==> src/rtl/temp_avg_divider.sv <==
// Sequential restoring divider: temperature sum / active-sensor count -> average temperature.
// One quotient bit per clock; results are registered and announced with a one-cycle done_o pulse.
module temp_avg_divider #(
    parameter int DIVIDEND_W = 16,
    parameter int DIVISOR_W  = 8
) (
    input  logic                  clk_i,
    input  logic                  rst_i,
    input  logic                  valid_i,
    input  logic [DIVIDEND_W-1:0] dividend_i,
    input  logic [DIVISOR_W-1:0]  divisor_i,
    output logic                  ready_o,
    output logic                  done_o,
    output logic [DIVIDEND_W-1:0] quotient_o,
    output logic [DIVISOR_W-1:0]  remainder_o,
    output logic                  div_by_zero_o
);

    localparam int CNT_W = $clog2(DIVIDEND_W + 1);

    localparam logic [1:0] S_IDLE = 2'd0;
    localparam logic [1:0] S_BUSY = 2'd1;
    localparam logic [1:0] S_DONE = 2'd2;

    logic [1:0]            r_state;
    logic [DIVIDEND_W-1:0] r_dividend;
    logic [DIVISOR_W-1:0]  r_divisor;
    logic [DIVISOR_W:0]    r_partial;
    logic [CNT_W-1:0]      r_count;
    logic [DIVIDEND_W-1:0] r_quotient;
    logic [DIVISOR_W-1:0]  r_remainder;
    logic                  r_div_by_zero;

    logic [DIVISOR_W:0]    w_trial;
    logic                  w_ge;
    logic [DIVISOR_W:0]    w_next_partial;
    logic [DIVIDEND_W-1:0] w_next_quot;

    // The dividend register doubles as the quotient register: quotient bits shift in at the LSB.
    assign w_trial        = {r_partial[DIVISOR_W-1:0], r_dividend[DIVIDEND_W-1]};
    assign w_ge           = r_partial[DIVISOR_W] | (w_trial >= {1'b0, r_divisor});
    assign w_next_partial = w_ge ? (w_trial - {1'b0, r_divisor}) : w_trial;
    assign w_next_quot    = {r_dividend[DIVIDEND_W-2:0], w_ge};

    always_ff @(posedge clk_i) begin
        if (rst_i) begin
            r_state       <= S_IDLE;
            r_dividend    <= '0;
            r_divisor     <= '0;
            r_partial     <= '0;
            r_count       <= '0;
            r_quotient    <= '0;
            r_remainder   <= '0;
            r_div_by_zero <= 1'b0;
        end else begin
            case (r_state)
                S_IDLE: begin
                    if (valid_i) begin
                        r_dividend <= dividend_i;
                        r_divisor  <= divisor_i;
                        r_partial  <= '0;
                        if (divisor_i != '0) begin
                            r_state <= S_BUSY;
                            r_count <= CNT_W'(DIVIDEND_W);
                        end else begin
                            r_state       <= S_DONE;
                            r_quotient    <= '0;
                            r_remainder   <= '0;
                            r_div_by_zero <= 1'b1;
                        end
                    end
                end
                S_BUSY: begin
                    r_partial  <= w_next_partial;
                    r_dividend <= w_next_quot;
                    r_count    <= r_count - CNT_W'(1);
                    if (r_count == CNT_W'(1)) begin
                        r_state       <= S_DONE;
                        r_quotient    <= w_next_quot;
                        r_remainder   <= w_next_partial[DIVISOR_W-1:0];
                        r_div_by_zero <= 1'b0;
                    end
                end
                S_DONE: begin
                    r_state <= S_IDLE;
                end
                default: begin
                    r_state <= S_IDLE;
                end
            endcase
        end
    end

    assign ready_o       = (r_state == S_IDLE);
    assign done_o        = (r_state == S_DONE);
    assign quotient_o    = r_quotient;
    assign remainder_o   = r_remainder;
    assign div_by_zero_o = r_div_by_zero;

endmodule
==> config.mk <==
export PLATFORM = sky130hd
export DESIGN_NAME = temp_avg_divider
export DESIGN_NICKNAME = d
export VERILOG_FILES = /design/src/rtl/temp_avg_divider.sv
export SDC_FILE = /design/constraint.sdc
export NUM_CORES = 1
export LEC_CHECK = 0
export ABC_CLOCK_PERIOD_IN_PS = 2500
export CORE_ASPECT_RATIO = 1.25
export CORE_MARGIN = 5
export CORE_UTILIZATION = 53
export CTS_CLUSTER_SIZE = 12
export DETAILED_ROUTE_END_ITERATION = 6
export HOLD_SLACK_MARGIN = 0.05
export PLACE_DENSITY = 0.79
export SYNTH_ARGS = -nofsm -noshare
export SYNTH_HDL_FRONTEND = slang
export SYNTH_SLANG_ARGS = --single-unit
==> constraint.sdc <==
create_clock -name clk_i -period 2.5 [get_ports clk_i]
set_input_delay 0.375 -clock clk_i [delete_from_list [all_inputs] [get_ports clk_i]]
set_output_delay 0.375 -clock clk_i [all_outputs]
set_load 0.05 [all_outputs]
Word level (Yosys, flattened, before mapping)
Cells that the tools add are included.

Bits in registers: 65. Bits of input ports: 27.

Add/sub/neg operators: 2. $lt $le $gt $ge: 1. Equality and inequality tests: 7. Muxes and demuxes: 24. Bitwise logic cells: 1. Reductions and logical operators: 8.

Operators with widths (count): $mux W16 (4); $pmux W16 S2 (2); $mux W8 (3); $mux W9 (2); $pmux W9 S2 (1); $pmux W8 S2 (1); $mux W5 (2); $pmux W5 S2 (1); $ge A9 B8 Y1 (1); $sub A9 B8 Y9 (1); $reduce_bool A8 Y1 (1); $mux W2 (3); $ne A2 B2 Y1 const B (3); $reduce_and A2 Y1 (3); $eq A5 B1 Y1 const B (1); $sub A5 B1 Y5 const B (1); $pmux W2 S2 (1); $reduce_and A4 Y1 (1); $mux W1 (3); $reduce_and A3 Y1 (1); $eq A2 B1 Y1 const B (1); $eq A2 B2 Y1 const B (1); $logic_not A2 Y1 (1); $ne A2 B1 Y1 const B (1); other kinds (3) (3).

Logic depth before layout (Yosys ltp)
Gate-level depths: netlist of run 1.

Word-level depth: 5. Depth in mapped cells: 9. Depth with buffers taken out: 8.

Worst setup path before layout of run 1
OpenSTA, ideal clock, no wires.

Path type: register to register. From: register r_divisor[2]. To: register r_remainder[2], in the netlist remainder_o[2]. Arrival time: 1.960 ns. Required time: 2.384 ns. Slack: 0.424 ns. Stages on the path, launching flop included: 9. Buffers on the path: 1. Path through: dfxtp_1 inv_1 ha_1 nor2_1 a211oi_1 o311a_1 buf_4 or3_1 a31o_2.

Longest elaborated chain between the ends: 5.

RTL lines: start, declared (line 27) `logic [DIVISOR_W-1:0] r_divisor;`; start signal, assigned (line 60) `r_divisor <= divisor_i;`; $ge A9 B8 Y1 (line 41) `assign w_ge = r_partial[DIVISOR_W] | (w_trial >= {1'b0, r_divisor});`; $or A1 B1 Y1 (line 41); $mux W9 * (line 42) `assign w_next_partial = w_ge ? (w_trial - {1'b0, r_divisor}) : w_trial;`; $mux W8 * (line 77) `if (r_count == CNT_W'(1)) begin`; $pmux W8 S2 * (line 56) `case (r_state)`; end signal, assigned (line 80) `r_remainder <= w_next_partial[DIVISOR_W-1:0];`; end, declared (line 31) `logic [DIVISOR_W-1:0] r_remainder;`.

Mark *: on every way between the ends. The rest lies on a longest branch, timed or not. The select of a mux whose other input is x is not followed. A chain may end at the register's enable or synchronous reset.

Worst setup path after layout of run 1
From: register r_divisor[1]. To: register r_partial[0].

Longest elaborated chain between the ends: 4.

RTL lines: $ge A9 B8 Y1 (line 41); $or A1 B1 Y1 (line 41); $mux W9 (line 42); $pmux W9 S2 (line 56); end signal, assigned (line 74) `r_partial <= w_next_partial;`; end, declared (line 28) `logic [DIVISOR_W:0] r_partial;`.

No other way between the ends.

==> run metrics, run 1 <==
clock latency on the worst-skew pair=0.34 ns; Cell variety after synth=55; DP Worst Slack=0.1279 ns; syn_area_per_cell=8.070 um2; Max-slew headroom=a little over a quarter; layout cells sized above 1=10.19%; multi-input logic area=0.001797 mm2; Starting Density=53.88%; Worst EP arrival=2.56 ns; CP endpoint=r_partial[0]; worst hold slack=0.4294 ns; first-pass GRT wire length=13.83 mm; # hold bufs at CTS=0; CTS Sinks=65; die width=80.59 um; R2R Setup Slk=between 0.15 and 0.2 ns; DR vias=3,094; static leakage=0.001558 uW; grt met2 use=a little under two fifths; RSZ-0062 raised after global routing=no; die area=0.007916 mm2; total track usage=22.01%; post-CTS setup buffers=0; Starting DRT DRC Count=180; GR Util met1=25.79%; R2R Path Start=r_divisor[1]; Die Height=98.23 um; TNS Setup=0 ns; htree depth=3; Antenna Violating Nets Remaining=0; CP Launch Type=flip-flop; Max Fclk=0.4304 GHz; Clock Path Buffers=2; drt wl/cell=14.69 um; EDFF count, synth=0; Worst Path Required=2.74 ns; Pwr Density=850.5 mW/mm2; core area=0.006126 mm2; Hold Fails Final Rpt=0; skew final=0.006823 ns; Seq/Total Area, Yosys=39.42%; CP Max Fanout=10; met3 Track Usage GR=5.812%; Slew @ Worst Pin=1.097 ns; Routed WL=between 8 and 9 mm; Worst Setup Path Type=flip-flop to flip-flop; Mapped Cells=409; status=finished clean; Rows=32; Peak VDD IR=0.7235 mV; setup violators final=0; largest net degree at the start of global routing=26; max-cap viol count=0; RePlAce Congestion=0.8504; GRT overflow=0; crit share post-route=92.93%; Num CTS Buffers=9; r2r endpoint=r_partial[0]; #FFs+latches synth=65; Fillers=509; Hold WC Path Type=input port to flip-flop; port bufs=53; Net count, final=504; DRC viols=0; DR pass1 iterations=4; clk slew on worst S/H paths=about 0.07 ns; Syn-to-layout area delta=25.13%; FF-to-FF path depth=8; CTS root buffer=clkbuf_8; CP Launch Point=r_divisor[1]; Ports=54; dominant synthesized flop cell=dfxtp_1; hpwl dp=roughly 5.9 mm; vias in the first global route=roughly 3,000; final slew viol count=0; DR vias/cell=5.565; post-cts gate resize count=0; Mapped Area=around 0.0033 mm2; diode count=0; minimum clock period=approximately 2.3 ns; Crit. End Element=flip-flop; slack of the critical path=around 0.18 ns; sequential cell area=0.001301 mm2; Syn Nets=447; Synth Warn #=0; GR peak layer=met2; CTS tree=yes; initial antenna violation count=0; Post-synth ARST share=0%
==> registers in the layout, summed over array words and instances (netlist names) <==
name           cells
div_by_zero_o      1
remainder_o        8
r_state            2
r_dividend        16
quotient_o        16
r_partial          9
r_divisor          8
r_count            5
==> Yosys cell counts, types with 3 or more instances <==
cell	instances	area [um2]
a211oi_1	13	97.59
a21o_1	3	22.52
a21oi_1	43	215.2
a32o_1	3	30.03
and2_1	6	37.54
buf_2	3	15.01
buf_4	3	22.52
buf_6	4	45.04
clkbuf_1	13	48.80
dfxtp_1	65	1301
ha_1	10	125.1
inv_1	14	52.55
mux2i_1	3	30.03
nand2_1	56	210.2
nand3_1	12	60.06
nand3b_1	5	37.54
nor2_1	49	183.9
nor2b_1	10	62.56
nor3_1	20	100.1
o211ai_1	11	82.58
o21ai_0	8	40.04
o31ai_1	3	22.52
or3_1	7	43.79
xor2_1	5	43.79
==> per-layer routing <==
layer  wire length [um]  vias to the layer above  part of all wire [%]
met5                  0                        -                     0
met4                144                        0                   1.8
met3                351                       14                   4.3
met2               4210                       73                    52
met1               3460                     1450                    42
li1                   -                     1557                     -
==> logic make-up after synthesis <==
group           count (synthesis)  share of synthesized area (%)
simple gates                  182                          26.65
compound gates                103                          20.93
flops                          65                          39.42
buf+inv                        40                          6.368
fa+ha+maj                      11                          4.397
xor+xnor                        5                          1.327
mux                             3                         0.9098
==> layout make-up <==
cell class	instances	area share (%)
Multi-Input combinational cell	304	43.50
Clock buffer	10	3.332
Timing Repair Buffer	72	16.18
Clock inverter	6	1.636
Tap cell	85	2.575
Inverter	14	1.272
Sequential cell	65	31.51
==> worst min path at each step <==
stage | cells past startpoint | end | from
2_1_floorplan | 2 | r_divisor[2] | r_divisor[2]
3_3_place_gp | 2 | quotient_o[10] | quotient_o[10]
3_5_place_dp | 2 | quotient_o[15] | quotient_o[15]
4_1_cts | 2 | r_state[1] | rst_i
5_1_grt | 2 | r_partial[7] | rst_i
6_report | 2 | r_state[1] | rst_i
==> report_power, final <==
| part | internal, uW | switching, uW |
|---|---|---|
| clock | 488 | 413 |
| combinational | 556 | 831 |
| sequential | 1140 | 86.2 |
| total | 2180 | 1330 |
==> layout by cell type, fill, tap and decap left out, types with 3 or more instances in the layout <==
cell type,count
nand3_1,12
ha_1,10
and2_1,6
inv_1,14
o31ai_1,3
a32o_1,3
xor2_1,5
dfxtp_1,65
or3_1,7
clkbuf_8,10
nor2b_1,10
nand3b_1,5
mux2i_1,3
buf_4,19
o211ai_1,11
a21oi_1,43
nand2_1,56
a211oi_1,13
clkdlybuf4s50_1,52
o21ai_0,7
nor3_1,20
nor2_1,49
a21o_1,3
==> through the flow <==
| stage | total power (uW) | util (%) | area [um2] | cells |
|---|---|---|---|---|
| after floorplan | 2230 | - | 3301 | 409 |
| after global placement | 2575 | 64.05 | 3924 | 540 |
| after detailed placement | 2596 | 64.05 | 3924 | 540 |
| after CTS | 3513 | 67.40 | 4129 | 556 |
| after global routing | 3725 | 67.42 | 4130 | 556 |
| final | 3513 | 67.42 | 4130 | 556 |
==> critical path, stage by stage (launching register included) <==
cell	delay (ns)
dfxtp_1	0.40
inv_1	0.07
ha_1	0.31
nand2b_1	0.10
a211oi_1	0.11
o311a_2	0.49
buf_4	0.19
or3_1	0.30
a32o_1	0.25
Note: power is estimated with default switching activity, not from simulation.
==> inputs of run 2 (changes only) <==
==> config.mk (replaced) <==
export PLATFORM = sky130hd
export DESIGN_NAME = temp_avg_divider
export DESIGN_NICKNAME = d
export VERILOG_FILES = /design/src/rtl/temp_avg_divider.sv
export SDC_FILE = /design/constraint.sdc
export NUM_CORES = 1
export LEC_CHECK = 0
export ABC_AREA = 1
export ABC_CLOCK_PERIOD_IN_PS = 2000
export CORE_ASPECT_RATIO = 1.25
export CORE_MARGIN = 5
export CORE_UTILIZATION = 47
export CTS_CLUSTER_SIZE = 12
export DETAILED_ROUTE_END_ITERATION = 6
export HOLD_SLACK_MARGIN = 0.05
export PLACE_DENSITY = 0.77
export SYNTH_ARGS = -nofsm -noshare
export SYNTH_HDL_FRONTEND = slang
export SYNTH_SLANG_ARGS = --single-unit
==> constraint.sdc (replaced) <==
create_clock -name clk_i -period 2 [get_ports clk_i]
set_input_delay 0.3 -clock clk_i [delete_from_list [all_inputs] [get_ports clk_i]]
set_output_delay 0.3 -clock clk_i [all_outputs]
set_load 0.05 [all_outputs]
==> run 2 against run 1 <==
  * Via count shrank 3.7%
  * Wire length fell by 4.3%
  * Total power up 35%
  * Clock power up 19%
  * Global-route usage fell by 1.3 points
  * Die area is 2.7% higher
  * Sequential power is 30% higher
  * Sequential cell count unchanged
  * Cell count grew 3.6%
==> run metrics, run 2 <==
Hold Path End=div_by_zero_o; syn_area_per_cell=7.145 um2; die area=0.008128 mm2; RSZ-0062 raised after global routing=no; Hold Fails Final Rpt=0; Slew @ Worst Pin=0.5084 ns; Crit. End Element=flip-flop; final slew viol count=0; crit share post-route=92.43%; layout cells sized above 1=9.572%; Starting DRT DRC Count=between 150 and 200; drt wl/cell=~14 um; share of the synthesized area in the top cell type=43.15%; Mapped Cells=roughly 420; Peak VDD IR=0.6271 mV; r2r endpoint=r_partial[3]; R2R Path Start=r_divisor[4]; RePlAce Congestion=about 0.86; Syn Nets=460; htree depth=3; WL met2=4.047 mm; static leakage=between 0.0015 and 0.002 uW; sequential cell area=0.001301 mm2; die width=between 80 and 90 um; slowest stage delay, CP=between 0.3 and 0.4 ns; CTS tree=yes; DR WL met3=361 um; Ports=54; DR pass1 iterations=4; Fillers=575; Max-slew headroom=around 66%; core area=~0.0062 mm2; EDFF count, synth=0; first-pass GRT wire length=around 13 mm; TNS Setup=0 ns; Max Fclk=0.5409 GHz; Num CTS Buffers=9; # hold bufs at CTS=0; slowest CP cell=ha_1; dominant synthesized flop cell=dfxtp_1; CP Max Fanout=7; GRT overflow=0; worst-path cell chain=inv_1, ha_1, nand2_1, nor2_2, nand2_1, nand2_1, clkinv_1, buf_4, nand3_1, nand3_1, a21oi_2; largest net degree at the start of global routing=30; synth top area cells=dfxtp_1 43%, nand2_1 12%, a21oi_1 9.1%; minimum clock period=about 1.8 ns; most frequent cells after synthesis=99 x nand2_1, 65 x dfxtp_1, 55 x a21oi_1; Starting Density=48.59%; hpwl dp=5.748 mm; skew final=0.008596 ns; Worst EP arrival=2.13 ns; #FFs+latches synth=65; vias in the first global route=3,008; Post-synth ARST share=0%; Antenna Violating Nets Remaining=0; CTS root buffer=clkbuf_8; Rows=32; Synth Warn #=0; DR vias/cell=5.170; max-cap viol count=0; multi-input logic area=0.001464 mm2; Net count, final=approximately 530; Worst Setup Path Type=flip-flop to flip-flop; R2R Setup Slk=0.15 ns; CP Launch Type=flip-flop; total track usage=20.70%; post-CTS setup buffers=0; diode count=0; Layout Cells excl Fill=around 580; clock latency on the worst-skew pair=0.34 ns; Buffers & Inverters on Critical Path=3; FF-to-FF path depth=11; hold path cells=2; Mapped Area=approximately 0.0030 mm2; DRC viols=0; Syn-to-layout area delta=29.92%; Seq/Total Area, Yosys=~43%; Cell variety after synth=29; Hold WC Path Type=flip-flop to flip-flop; most area-hungry cell type in the Yosys netlist=dfxtp_1; total power=4736 uW; Die Height=between 90 and 100 um; clk slew on worst S/H paths=0.07 ns; Cells after DPL=561; Hold Crit Start=div_by_zero_o; Worst Path Required=2.28 ns; DR top layer=met4; CP dominant cell by count=nand2_1; port bufs=53; DR vias=between 2,000 and 3,000; Met1 Wirelength=3.244 mm; top-count cell post-synth=nand2_1; Routed WL=7.812 mm; Pwr Density=1209 mW/mm2; CTS Sinks=65; commonest non-fill, non-tap cells in the layout=98 x nand2_1, 65 x dfxtp_1, 54 x a21oi_1; setup violators final=0; status=finished clean; Top delay family on crit path=simple AND/OR/NAND/NOR gates; commonest non-fill, non-tap cell in the layout=nand2_1; Clock Path Buffers=2; initial antenna violation count=0
-- run 2: cell count changes after synthesis, sizes merged, moves of 10 or more --
| cell | previous run | this run |
|---|---|---|
| nand2 | 56 | 102 |
| a211oi | 13 | 0 |
| nor2b | 10 | 0 |
| o21ai | 8 | 35 |
| a21oi | 43 | 55 |
| nor2 | 51 | 32 |
| nor3 | 21 | 2 |
| nand3 | 12 | 25 |
| inv | 14 | 49 |
-- run 2: cell families after synthesis --
kind of cell,after synthesis,synth area share (%)
adders and majority gates,11,4.813
AOI/OAI and AO/OA,104,18.09
buffers and inverters,69,9.004
and+or+nand+nor,169,23.78
DFF,65,43.15
xor gates and xnor gates,4,1.162
-- run 2: final cells by class --
type | instances | share of cell area, %
clock buffers | 10 | 3.258
clock inverters | 5 | 1.469
inverters | 51 | 4.887
multi-input cells | 288 | 37.37
flip-flops and latches | 65 | 33.22
well taps | 85 | 2.715
repair buffers | 72 | 17.09
-- run 2: report_power, final --
part / internal, uW / switching (uW)
Sequential: 1470 / 117
Clock: 566 / 505
Combinational: 780 / 1290
-- run 2: metrics by stage --
| step | setup slack, ns | hold slack, ns | area, um2 | util [%] |
|---|---|---|---|---|
| 3_5_place_dp | 0.06649 | 0.4592 | 3712 | 59.82 |
| 3_3_place_gp | 0.1123 | 0.4526 | 3712 | 59.82 |
| 4_1_cts | 0.07676 | 0.4700 | 3896 | 62.78 |
| 2_1_floorplan | 0.09573 | 0.4354 | 3015 | - |
| 6_report | 0.1514 | 0.4645 | 3918 | 63.13 |
| 5_1_grt | 0.003269 | 0.4864 | 3918 | 63.13 |
-- run 2: timing repair --
item | in CTS | in global routing
pin swaps | 0 | 0
endpoints found under the setup margin | 1 | 17
gates resized for setup | 1 | 4
-- run 2: worst max path at each step --
stage | startpoint | to | slack (ns) | depth (start not counted)
finish | r_divisor[4] | r_partial[3] | 0.15 | 11
global route | r_divisor[4] | r_partial[2] | 0.003 | 11
CTS | r_divisor[5] | r_partial[3] | 0.08 | 11
detailed placement | divisor_i[5] | quotient_o[2] | 0.07 | 9
global placement | r_divisor[2] | remainder_o[3] | 0.11 | 10
floorplan | r_state[1] | quotient_o[4] | 0.1 | 8
-- run 2: worst register-to-register path, delay by kind of cell (launching register included) --
family,cells,cell delay [ns]
flops,1,0.31
compound gates,1,0.16
simple gates,6,0.66
fa+ha+maj,1,0.35
buf+inv,3,0.32
-- run 2: per-layer routing --
metal | global-route usage (%) | up-vias
met4 | 10.23 | 0
met5 | 0 | -
li1 | - | 1512
met1 | 23.54 | 1381
met2 | 35.57 | 72
met3 | 4.891 | 13
==> inputs of run 3 (changes only) <==
--- a/config.mk
+++ b/config.mk
@@ -7,13 +7,15 @@
 export LEC_CHECK = 0
 export ABC_AREA = 1
 export ABC_CLOCK_PERIOD_IN_PS = 2000
+export CELL_PAD_IN_SITES_DETAIL_PLACEMENT = 1
+export CELL_PAD_IN_SITES_GLOBAL_PLACEMENT = 1
 export CORE_ASPECT_RATIO = 1.25
 export CORE_MARGIN = 5
-export CORE_UTILIZATION = 47
+export CORE_UTILIZATION = 34
 export CTS_CLUSTER_SIZE = 12
 export DETAILED_ROUTE_END_ITERATION = 6
 export HOLD_SLACK_MARGIN = 0.05
-export PLACE_DENSITY = 0.77
+export PLACE_DENSITY = 0.78
 export SYNTH_ARGS = -nofsm -noshare
 export SYNTH_HDL_FRONTEND = slang
 export SYNTH_SLANG_ARGS = --single-unit
==> run 3 against run 2 <==
  * Die area up 34%
  * Clock power rose by 24%
  * Highest routed layer unchanged
  * First-iteration DRC count shrank 32%
  * Sequential cell count stayed put
  * Global-route usage down 2.6 points
  * Critical path type is now flip-flop to output pin
==> run metrics, run 3 (synthesis results as in run 2) <==
Routed WL=9.410 mm; Peak VDD IR=0.4937 mV; # hold bufs at CTS=0; status=finished clean; Final Cell Area=~0.0041 mm2; commonest non-fill, non-tap cell in the layout=nand2_1; commonest non-fill, non-tap cells in the layout=99 x nand2_1, 64 x dfxtp_1, 53 x a21oi_1; Starting Density=34.85%; skew final=0.009760 ns; htree depth=3; minimum clock period=approximately 1.8 ns; Net count, final=roughly 530; setup violators final=0; drt wl/cell=15.38 um; total track usage=a little under a fifth; die width=94.23 um; DR vias/cell=4.954; max-cap viol count=0; Max Fclk=about 0.54 GHz; WL met2=5.021 mm; Worst Setup Path Type=flip-flop to output pin; Rows=38; first-pass GRT wire length=15.31 mm; final slew viol count=0; GRT overflow=0; DRC viols=0; initial antenna violation count=0; static leakage=around 0.0017 uW; clk slew on worst S/H paths=0.07 ns; DR pass1 iterations=4; DR vias=between 3,000 and 4,000; hpwl dp=6.815 mm; CP Launch Type=flip-flop; Worst EP arrival=1.55 ns; slowest CP cell=clkdlybuf4s50_1; Met1 Wirelength=roughly 4 mm; clock latency on the worst-skew pair=0.35 ns; port bufs=53; Hold Fails Final Rpt=0; Buffers & Inverters on Critical Path=1; worst-path cell chain=clkdlybuf4s50_1; worst hold slack=~0.47 ns; Ports=54; DR top layer=met4; Max-slew headroom=between 60 and 70%; DR WL met3=307 um; Worst Path Required=1.70 ns; RePlAce Congestion=0.8265; CTS root buffer=clkbuf_8; TNS Setup=0 ns; RSZ-0062 raised after global routing=no; Starting DRT DRC Count=approximately 120; CP Max Fanout=2; Final Util=46.86%; core area=0.008653 mm2; layout cells sized above 1=around a tenth; Crit. End Element=output pin; largest net degree at the start of global routing=30; Pwr Density=1277 mW/mm2; die area=0.01086 mm2; slowest stage delay, CP=0.82 ns; diode count=0; crit share post-route=92.35%; Slew @ Worst Pin=slightly above 0.5 ns; Clock Path Buffers=2; dpl cell area=0.003781 mm2; Hold WC Path Type=flip-flop to flip-flop; Syn-to-layout area delta=34.48%; Num CTS Buffers=9; Die Height=115.3 um; vias in the first global route=~3,200; Top delay family on crit path=buffers and inverters; CTS Sinks=65; Antenna Violating Nets Remaining=0; CTS tree=yes
run 3: path summary, 6_finish.rpt:
kind / startpoint / to / slack [ns] / cells after the start
worst max register to register: r_divisor[2] / r_partial[4] / 0.17 / 11
worst min register to register: r_divisor[3] / r_divisor[3] / 0.47 / 2
worst max-delay path: quotient_o[2] / quotient_o[2] / 0.15 / 1
worst min-delay path: r_divisor[3] / r_divisor[3] / 0.47 / 2
run 3: cell type report:
| type | instances | area, um2 |
|---|---|---|
| clock buffer | 11 | 151.4 |
| clock inverter | 5 | 85.08 |
| fill | 1098 | 4598 |
| inverter | 51 | 191.4 |
| multi-input combinational | 288 | 1480 |
| sequential | 65 | 1303 |
| tap | 120 | 150.1 |
| timing repair buffer | 72 | 694.4 |
run 3: timing repair:
item / in CTS / in global routing
setup endpoints to repair: 1 / 10
resized for setup: 1 / 6
buffers inserted: 0 / 0
cloned: 0 / 0
run 3: per-stage QoR:
step | total power (uW) | setup slack, ns | instances
3_3_place_gp | 3727 | 0.09746 | 596
3_5_place_dp | 3822 | 0.02286 | 596
2_1_floorplan | 3036 | 0.09573 | 422
4_1_cts | 5174 | 0.1103 | 612
5_1_grt | 5557 | 0.002291 | 612
6_report | 5180 | 0.1529 | 612
run 3: layer usage:
layer | vias to the layer above | global-route usage [%]
li1 | 1517 | -
met1 | 1446 | 20.44
met2 | 55 | 33.19
met3 | 14 | 4.581
met4 | 0 | 5.202
met5 | - | 0
run 3: report_power, final:
group	internal, uW	total, uW	switching, uW	leakage (uW)
logic	867	2250	1380	0.00104
registers	1480	1600	128	0.000533
clock network	779	1330	549	0.000117
